### src/rtl/conv_encoder.sv
`default_nettype none
// ============================================================================
// Module   : conv_encoder
// Purpose  : Frame-buffered convolutional encoder, m=3..6, n=2..6 outputs.
//            Tail-biting support: define CONV_ENCODER_TAIL_BITING_EN.
// Revision : 1.0 - initial release
// ============================================================================
module conv_encoder (
    input  logic       clk_i,
    input  logic       rst_an_i,
    input  logic       rst_sync_i,
    input  logic       start_i,
    input  logic [7:0] frame_len_i,
    input  logic [1:0] register_num_i,
    input  logic [2:0] valid_polynomials_i,
    input  logic       tail_biting_en_i,
    input  logic [7:0] polynomial1_i,
    input  logic [7:0] polynomial2_i,
    input  logic [7:0] polynomial3_i,
    input  logic [7:0] polynomial4_i,
    input  logic [7:0] polynomial5_i,
    input  logic [7:0] polynomial6_i,
    input  logic       data_i,
    input  logic       data_valid_i,
    output logic       data_ready_o,
    output logic [5:0] code_o,
    output logic       code_valid_o,
    input  logic       code_ready_i,
    output logic       code_last_o,
    output logic       busy_o,
    output logic       done_o
);

    localparam logic [2:0] S_IDLE    = 3'd0;
    localparam logic [2:0] S_LOAD    = 3'd1;
    localparam logic [2:0] S_PRELOAD = 3'd2;
    localparam logic [2:0] S_ENCODE  = 3'd3;
    localparam logic [2:0] S_TAIL    = 3'd4;
    localparam logic [2:0] S_DONE    = 3'd5;

    logic [2:0]   r_state;
    logic [7:0]   r_len;
    logic [7:0]   r_idx;
    logic [2:0]   r_m;
    logic [2:0]   r_n;
    logic [2:0]   r_tail_cnt;
    logic         r_tb;
    logic [6:1]   r_sr;
    logic [254:0] r_buf;

    logic         w_tb_sel;
    logic         w_last_idx;
    logic         w_cur_bit;
    logic [6:0]   w_mask;
    logic [6:0]   w_s;
    logic [6:1]   w_preload;
    logic [5:0]   w_code;
    logic [7:0]   w_poly [6];
    logic         w_unused_poly;

`ifdef CONV_ENCODER_TAIL_BITING_EN
    assign w_tb_sel = tail_biting_en_i;
`else
    logic w_unused_tb;
    assign w_unused_tb = tail_biting_en_i;
    assign w_tb_sel    = 1'b0;
`endif

    assign w_poly[0] = polynomial1_i;
    assign w_poly[1] = polynomial2_i;
    assign w_poly[2] = polynomial3_i;
    assign w_poly[3] = polynomial4_i;
    assign w_poly[4] = polynomial5_i;
    assign w_poly[5] = polynomial6_i;
    // Bit 7 can never be tapped since m tops out at 6.
    assign w_unused_poly = ^{polynomial1_i[7], polynomial2_i[7], polynomial3_i[7],
                             polynomial4_i[7], polynomial5_i[7], polynomial6_i[7]};

    assign w_last_idx = (r_idx == r_len - 8'd1);
    assign w_cur_bit  = (r_state == S_ENCODE) ? r_buf[r_idx] : 1'b0;
    assign w_mask     = 7'h7F >> (3'd6 - r_m);
    assign w_s        = {r_sr, w_cur_bit};

    always_comb begin
        w_preload = '0;
`ifdef CONV_ENCODER_TAIL_BITING_EN
        // Tail-biting seeds the register with the frame's final bits.
        for (int j = 1; j <= 6; j++) begin
            if (r_tb && (r_len >= 8'(j)))
                w_preload[j] = r_buf[r_len - 8'(j)];
        end
`endif
    end

    always_comb begin
        w_code = '0;
        for (int k = 0; k < 6; k++) begin
            if (3'(k) < r_n)
                w_code[k] = ^(w_poly[k][6:0] & w_mask & w_s);
        end
    end

    assign data_ready_o = (r_state == S_LOAD);
    assign code_valid_o = (r_state == S_ENCODE) || (r_state == S_TAIL);
    assign code_o       = code_valid_o ? w_code : 6'd0;
    assign code_last_o  = ((r_state == S_ENCODE) && r_tb && w_last_idx) ||
                          ((r_state == S_TAIL) && (r_tail_cnt == r_m - 3'd1));
    assign busy_o       = (r_state != S_IDLE);
    assign done_o       = (r_state == S_DONE);

    // Frame buffer contents are don't-care across reset.
    always_ff @(posedge clk_i) begin
        if (data_ready_o && data_valid_i)
            r_buf[r_idx] <= data_i;
    end

    always_ff @(posedge clk_i or negedge rst_an_i) begin
        if (!rst_an_i) begin
            r_state    <= S_IDLE;
            r_len      <= 8'd0;
            r_idx      <= 8'd0;
            r_m        <= 3'd0;
            r_n        <= 3'd0;
            r_tail_cnt <= 3'd0;
            r_tb       <= 1'b0;
            r_sr       <= '0;
        end else if (rst_sync_i) begin
            r_state    <= S_IDLE;
            r_len      <= 8'd0;
            r_idx      <= 8'd0;
            r_m        <= 3'd0;
            r_n        <= 3'd0;
            r_tail_cnt <= 3'd0;
            r_tb       <= 1'b0;
            r_sr       <= '0;
        end else begin
            case (r_state)
                S_IDLE: begin
                    if (start_i && (frame_len_i != 8'd0)) begin
                        r_len   <= frame_len_i;
                        r_m     <= 3'(register_num_i) + 3'd3;
                        r_n     <= (valid_polynomials_i < 3'd2) ? 3'd2 :
                                   (valid_polynomials_i == 3'd7) ? 3'd6 : valid_polynomials_i;
                        r_tb    <= w_tb_sel;
                        r_idx   <= 8'd0;
                        r_state <= S_LOAD;
                    end
                end
                S_LOAD: begin
                    if (data_valid_i) begin
                        if (w_last_idx) begin
                            r_idx   <= 8'd0;
                            r_state <= S_PRELOAD;
                        end else begin
                            r_idx <= r_idx + 8'd1;
                        end
                    end
                end
                S_PRELOAD: begin
                    r_sr    <= w_preload;
                    r_state <= S_ENCODE;
                end
                S_ENCODE: begin
                    if (code_ready_i) begin
                        r_sr <= {r_sr[5:1], w_cur_bit};
                        if (w_last_idx) begin
                            r_idx      <= 8'd0;
                            r_tail_cnt <= 3'd0;
                            r_state    <= r_tb ? S_DONE : S_TAIL;
                        end else begin
                            r_idx <= r_idx + 8'd1;
                        end
                    end
                end
                S_TAIL: begin
                    if (code_ready_i) begin
                        r_sr <= {r_sr[5:1], 1'b0};
                        if (r_tail_cnt == r_m - 3'd1)
                            r_state <= S_DONE;
                        else
                            r_tail_cnt <= r_tail_cnt + 3'd1;
                    end
                end
                S_DONE:  r_state <= S_IDLE;
                default: r_state <= S_IDLE;
            endcase
        end
    end

endmodule
`default_nettype wire

### config.mk
export PLATFORM = sky130hd
export DESIGN_NAME = conv_encoder
export DESIGN_NICKNAME = d
export VERILOG_FILES = /design/src/rtl/conv_encoder.sv
export SDC_FILE = /design/constraint.sdc
export NUM_CORES = 1
export LEC_CHECK = 0
export CAP_MARGIN = 20
export CORE_MARGIN = 1.5
export CORE_UTILIZATION = 48
export DETAILED_ROUTE_END_ITERATION = 8
export HOLD_SLACK_MARGIN = 0.02
export PLACE_DENSITY = 0.68
export SLEW_MARGIN = 15
export SYNTH_ARGS = -nofsm -noshare
export SYNTH_HDL_FRONTEND = slang
export SYNTH_SLANG_ARGS = --single-unit
### constraint.sdc
create_clock -name clk_i -period 2.9 [get_ports clk_i]
set_clock_uncertainty 0.05 [all_clocks]
set_input_delay 0.58 -clock clk_i [delete_from_list [all_inputs] [get_ports clk_i]]
set_output_delay 0.58 -clock clk_i [all_outputs]
set_load 0.02 [all_outputs]
==> results.sh, run 1 <==
export IMPL_gr_usage_all_layers=0.249
export IMPL_antenna_found_initial=0
export IMPL_grt_max_degree=116
export IMPL_vias_per_cell=5.71
export IMPL_yosysTopAreaCell="edfxtp_1"
export IMPL_num_rows=62
export IMPL_rsz0062_at_grt="true"
export IMPL_netlist_area_leader_share=0.542
export IMPL_start_util=0.489
export IMPL_dp_hpwl_mm=24.1
export IMPL_grt_remaining_overflow=0
export IMPL_grt_pass1_wl_mm=58.1
export IMPL_cts_tree="done"
export IMPL_path_class="flip-flop to output pin"
export IMPL_failed_checks="setup timing"
export IMPL_crit_top_cell="buf_4"
export IMPL_final_util=0.609
export IMPL_placed_cell_area_mm2=0.0160
export IMPL_endpoint_kind="output pin"
export IMPL_report_final_slew_viol_count=0
export IMPL_avgSynthCellArea_um2=11.8
export IMPL_hold_violations=0
export IMPL_wire_per_inst_um=21.1
export IMPL_worstSetupStartpointType="flip-flop"
export IMPL_finalPower_mw=11.3
export IMPL_die_y_um=175
export IMPL_worst_slack_ns=-1.17
export IMPL_period_share=1.40
export IMPL_yosys_cell_types_count=66
export IMPL_cts_root_buf="clkbuf_16"
export IMPL_slowest_stage="dfrtp_2"
export IMPL_core_mm2=0.0289
export IMPL_drive_gt1_frac=0.193
export IMPL_synth_warnings=0
export IMPL_path_cells="buf_4, buf_4, nor2_2, buf_12, buf_4, a22oi_1, a31oi_1, nand4_1, o21ai_2, o2111ai_4, buf_6, buf_4, nand3_1, nor4b_4, buf_4"
export IMPL_die_w_um=175
export IMPL_synth_top_family_by_area="simple AND/OR/NAND/NOR gates"
export IMPL_ios=80
export IMPL_layout_commonest_cell="nor2_1"
export IMPL_place_ws_ns=-1.36
export IMPL_maxSlewHeadroom=0.375
export IMPL_drt_initial_drc_count=988
export IMPL_drcViolationCount=0
export IMPL_layout_common_cells="284 x nor2_1, 255 x edfxtp_1, 128 x buf_4, 116 x nand2_1, 89 x mux2i_1"
export IMPL_layout_nets=1456
export IMPL_grt_pass1_vias=10088
export IMPL_first_pass_iters=5
export IMPL_synth_compound_area_frac=0.0727
export IMPL_cts_sinks=289
export IMPL_hp_class="input pin to flip-flop"
export IMPL_tightest_slew_ns=0.935
export IMPL_yosys_area_share_simple=0.151
export IMPL_max_clock_freq_mhz=246
export IMPL_crit_required_ns=2.27
export IMPL_status="finished, violations left"
export IMPL_clk_pin_slew_ns=0.06
export IMPL_slowest_delay_ns=0.46
export IMPL_post_synth_xor_area_fraction=0.0260
export IMPL_via_count=10175
export IMPL_setup_viol=6
export IMPL_synthFlopType="edfxtp_1"
export IMPL_muxShareOfSynthArea=0.0990
export IMPL_cts_buffers=30
export IMPL_worstSkewPairLatency_ns=0.56
export IMPL_peakVddDrop_mv=0.472
export IMPL_max_cap_violations=0
export IMPL_ys_ff_latch=289
export IMPL_synthCells=1202
export IMPL_tns_ns=-6.68
export IMPL_synthTopCellsByArea="edfxtp_1 54%, nor2_1 7.6%, mux2i_1 6.3%, dfrtp_1 6.0%, mux4_2 3.5%"
export IMPL_die_area_mm2=0.0305
export IMPL_post_route_min_period_ns=4.07
export IMPL_synth_edf_count=255
export IMPL_clk_path_buf_depth=3
export IMPL_critPathMaxFanout=15
export IMPL_synth_fp_nets=1283
export IMPL_final_area_mm2=0.0176
export IMPL_place_congestion=0.856
export IMPL_p_leak_nw=5.75
export IMPL_synthToLayoutAreaGrowth_pct=24.5
export IMPL_critPathArrivalTime_ns=3.44
export IMPL_cellPowerDensity_mw_per_mm2=645
export IMPL_async_reset_ff_frac=0.118
export IMPL_netlist_area_mm2=0.0141
export IMPL_ant_nets=0
export IMPL_synth_fa_ha_area_frac=0.0106
export IMPL_cts_max_level=1
export IMPL_portBuffers=72
export IMPL_yosysSeqAreaShare=0.602
export IMPL_num_antenna_cells=0
export IMPL_wirelength_mm=37.6
## metrics by stage
| stage | cells | hold slack [ns] |
|---|---|---|
| final | 1783 | 0.382 |
| after CTS | 1780 | 0.378 |
| after global routing | 1783 | 0.403 |
| after detailed placement | 1705 | 0.446 |
| after floorplan | 1202 | 0.234 |
| after global placement | 1705 | 0.450 |
## cells in the mapped netlist, types with 2 or more instances
library cell and count:
nor2_1 285, edfxtp_1 255, nand2_1 117, mux2i_1 89, clkbuf_1 46, a21oi_1 37
dfrtp_1 34, xnor2_1 33, nand3_1 29, inv_1 28, a22oi_1 25, mux4_2 22
o21ai_0 16, buf_2 12, ha_1 12, buf_4 11, nor2b_1 10, nor3_1 10
nand2b_1 9, xor2_1 9, a211oi_1 8, buf_6 7, a22o_1 6, nand4_1 6
a2111oi_1 5, a31oi_1 5, and3_1 5, o211ai_1 5, o21ai_1 5, o31ai_2 5
and2_1 4, nor4_1 4, a2111oi_0 3, a221oi_1 3, nor3b_2 3, a21boi_0 2
a221oi_2 2, buf_12 2, nor3b_1 2, nor4b_2 2, o2111ai_1 2, o211a_1 2
o21a_1 2
## where the power goes
group	switching (mW)	total, mW	internal [mW]
registers	0.0789	4.68	4.60
clock network	1.65	4.21	2.57
logic	1.25	2.45	1.20
## registers in the layout, summed over array words and instances, names as in the netlist
register,flops
r_idx,8
r_len,8
r_state,3
r_sr,6
r_tail_cnt,3
r_m,3
r_n,3
r_buf,255
## critical path, delay by kind of cell (launching register included)
kind | cells | cell delay [ns]
buffers and inverters | 7 | 1.21
and+or+nand+nor | 4 | 0.63
AOI/OAI and AO/OA | 4 | 0.57
DFF | 1 | 0.46
## logic make-up after synthesis
logic type / after synthesis
flops: 289
fa+ha+maj: 12
buf+inv: 106
simple gates: 498
mux: 112
compound gates: 143
xor+xnor: 42
## path summary, 6_finish.rpt
check / from / end / slack [ns] / cells after the start
worst max-delay path: r_idx[0] / code_o[0] / -1.17 / 15
worst min-delay path: data_i / r_buf[156] / 0.38 / 1
worst min register to register: r_sr[6] / r_sr[6] / 0.46 / 1
max in group asynchronous: rst_an_i / r_idx[1] / 2.05 / 2
worst max register to register: r_idx[1] / r_sr[1] / 0.06 / 10
min in group asynchronous: rst_an_i / r_len[4] / 0.39 / 2
## final cells by class
| cell class | count | area (um^2) |
|---|---|---|
| Clock inverter | 21 | 284 |
| Fill cell | 2228 | 11300 |
| Multi-Input combinational cell | 807 | 5260 |
| Inverter | 28 | 105 |
| Sequential cell | 289 | 8510 |
| Tap cell | 384 | 480 |
| Timing Repair Buffer | 219 | 2140 |
| Clock buffer | 35 | 791 |
## repair_timing
action,4_1_cts,5_1_grt
hold buffers,0,0
resized for setup,70,10
cloned,5,0
buffers inserted,15,3
pin swaps,11,10
endpoints found under the setup margin,10,10
## metal layers
| layer | global-route usage | vias to the layer above | share of wire |
|---|---|---|---|
| met4 | 0.0940 | 0 | 0.037 |
| met5 | 0 | - | 0 |
| li1 | - | 4657 | - |
| met3 | 0.0396 | 85 | 0.071 |
| met1 | 0.355 | 5035 | 0.43 |
| met2 | 0.387 | 398 | 0.46 |
Power figures use the tool's default switching activity.
==> inputs of run 2 (changes only) <==
--- a/config.mk
+++ b/config.mk
@@ -5,7 +5,7 @@
 export SDC_FILE = /design/constraint.sdc
 export NUM_CORES = 1
 export LEC_CHECK = 0
-export CAP_MARGIN = 20
+export CAP_MARGIN = 0
 export CORE_MARGIN = 1.5
 export CORE_UTILIZATION = 48
 export DETAILED_ROUTE_END_ITERATION = 8
==> results of run 2 <==
No change in the layout: final DEF, timing and power equal those of run 1.
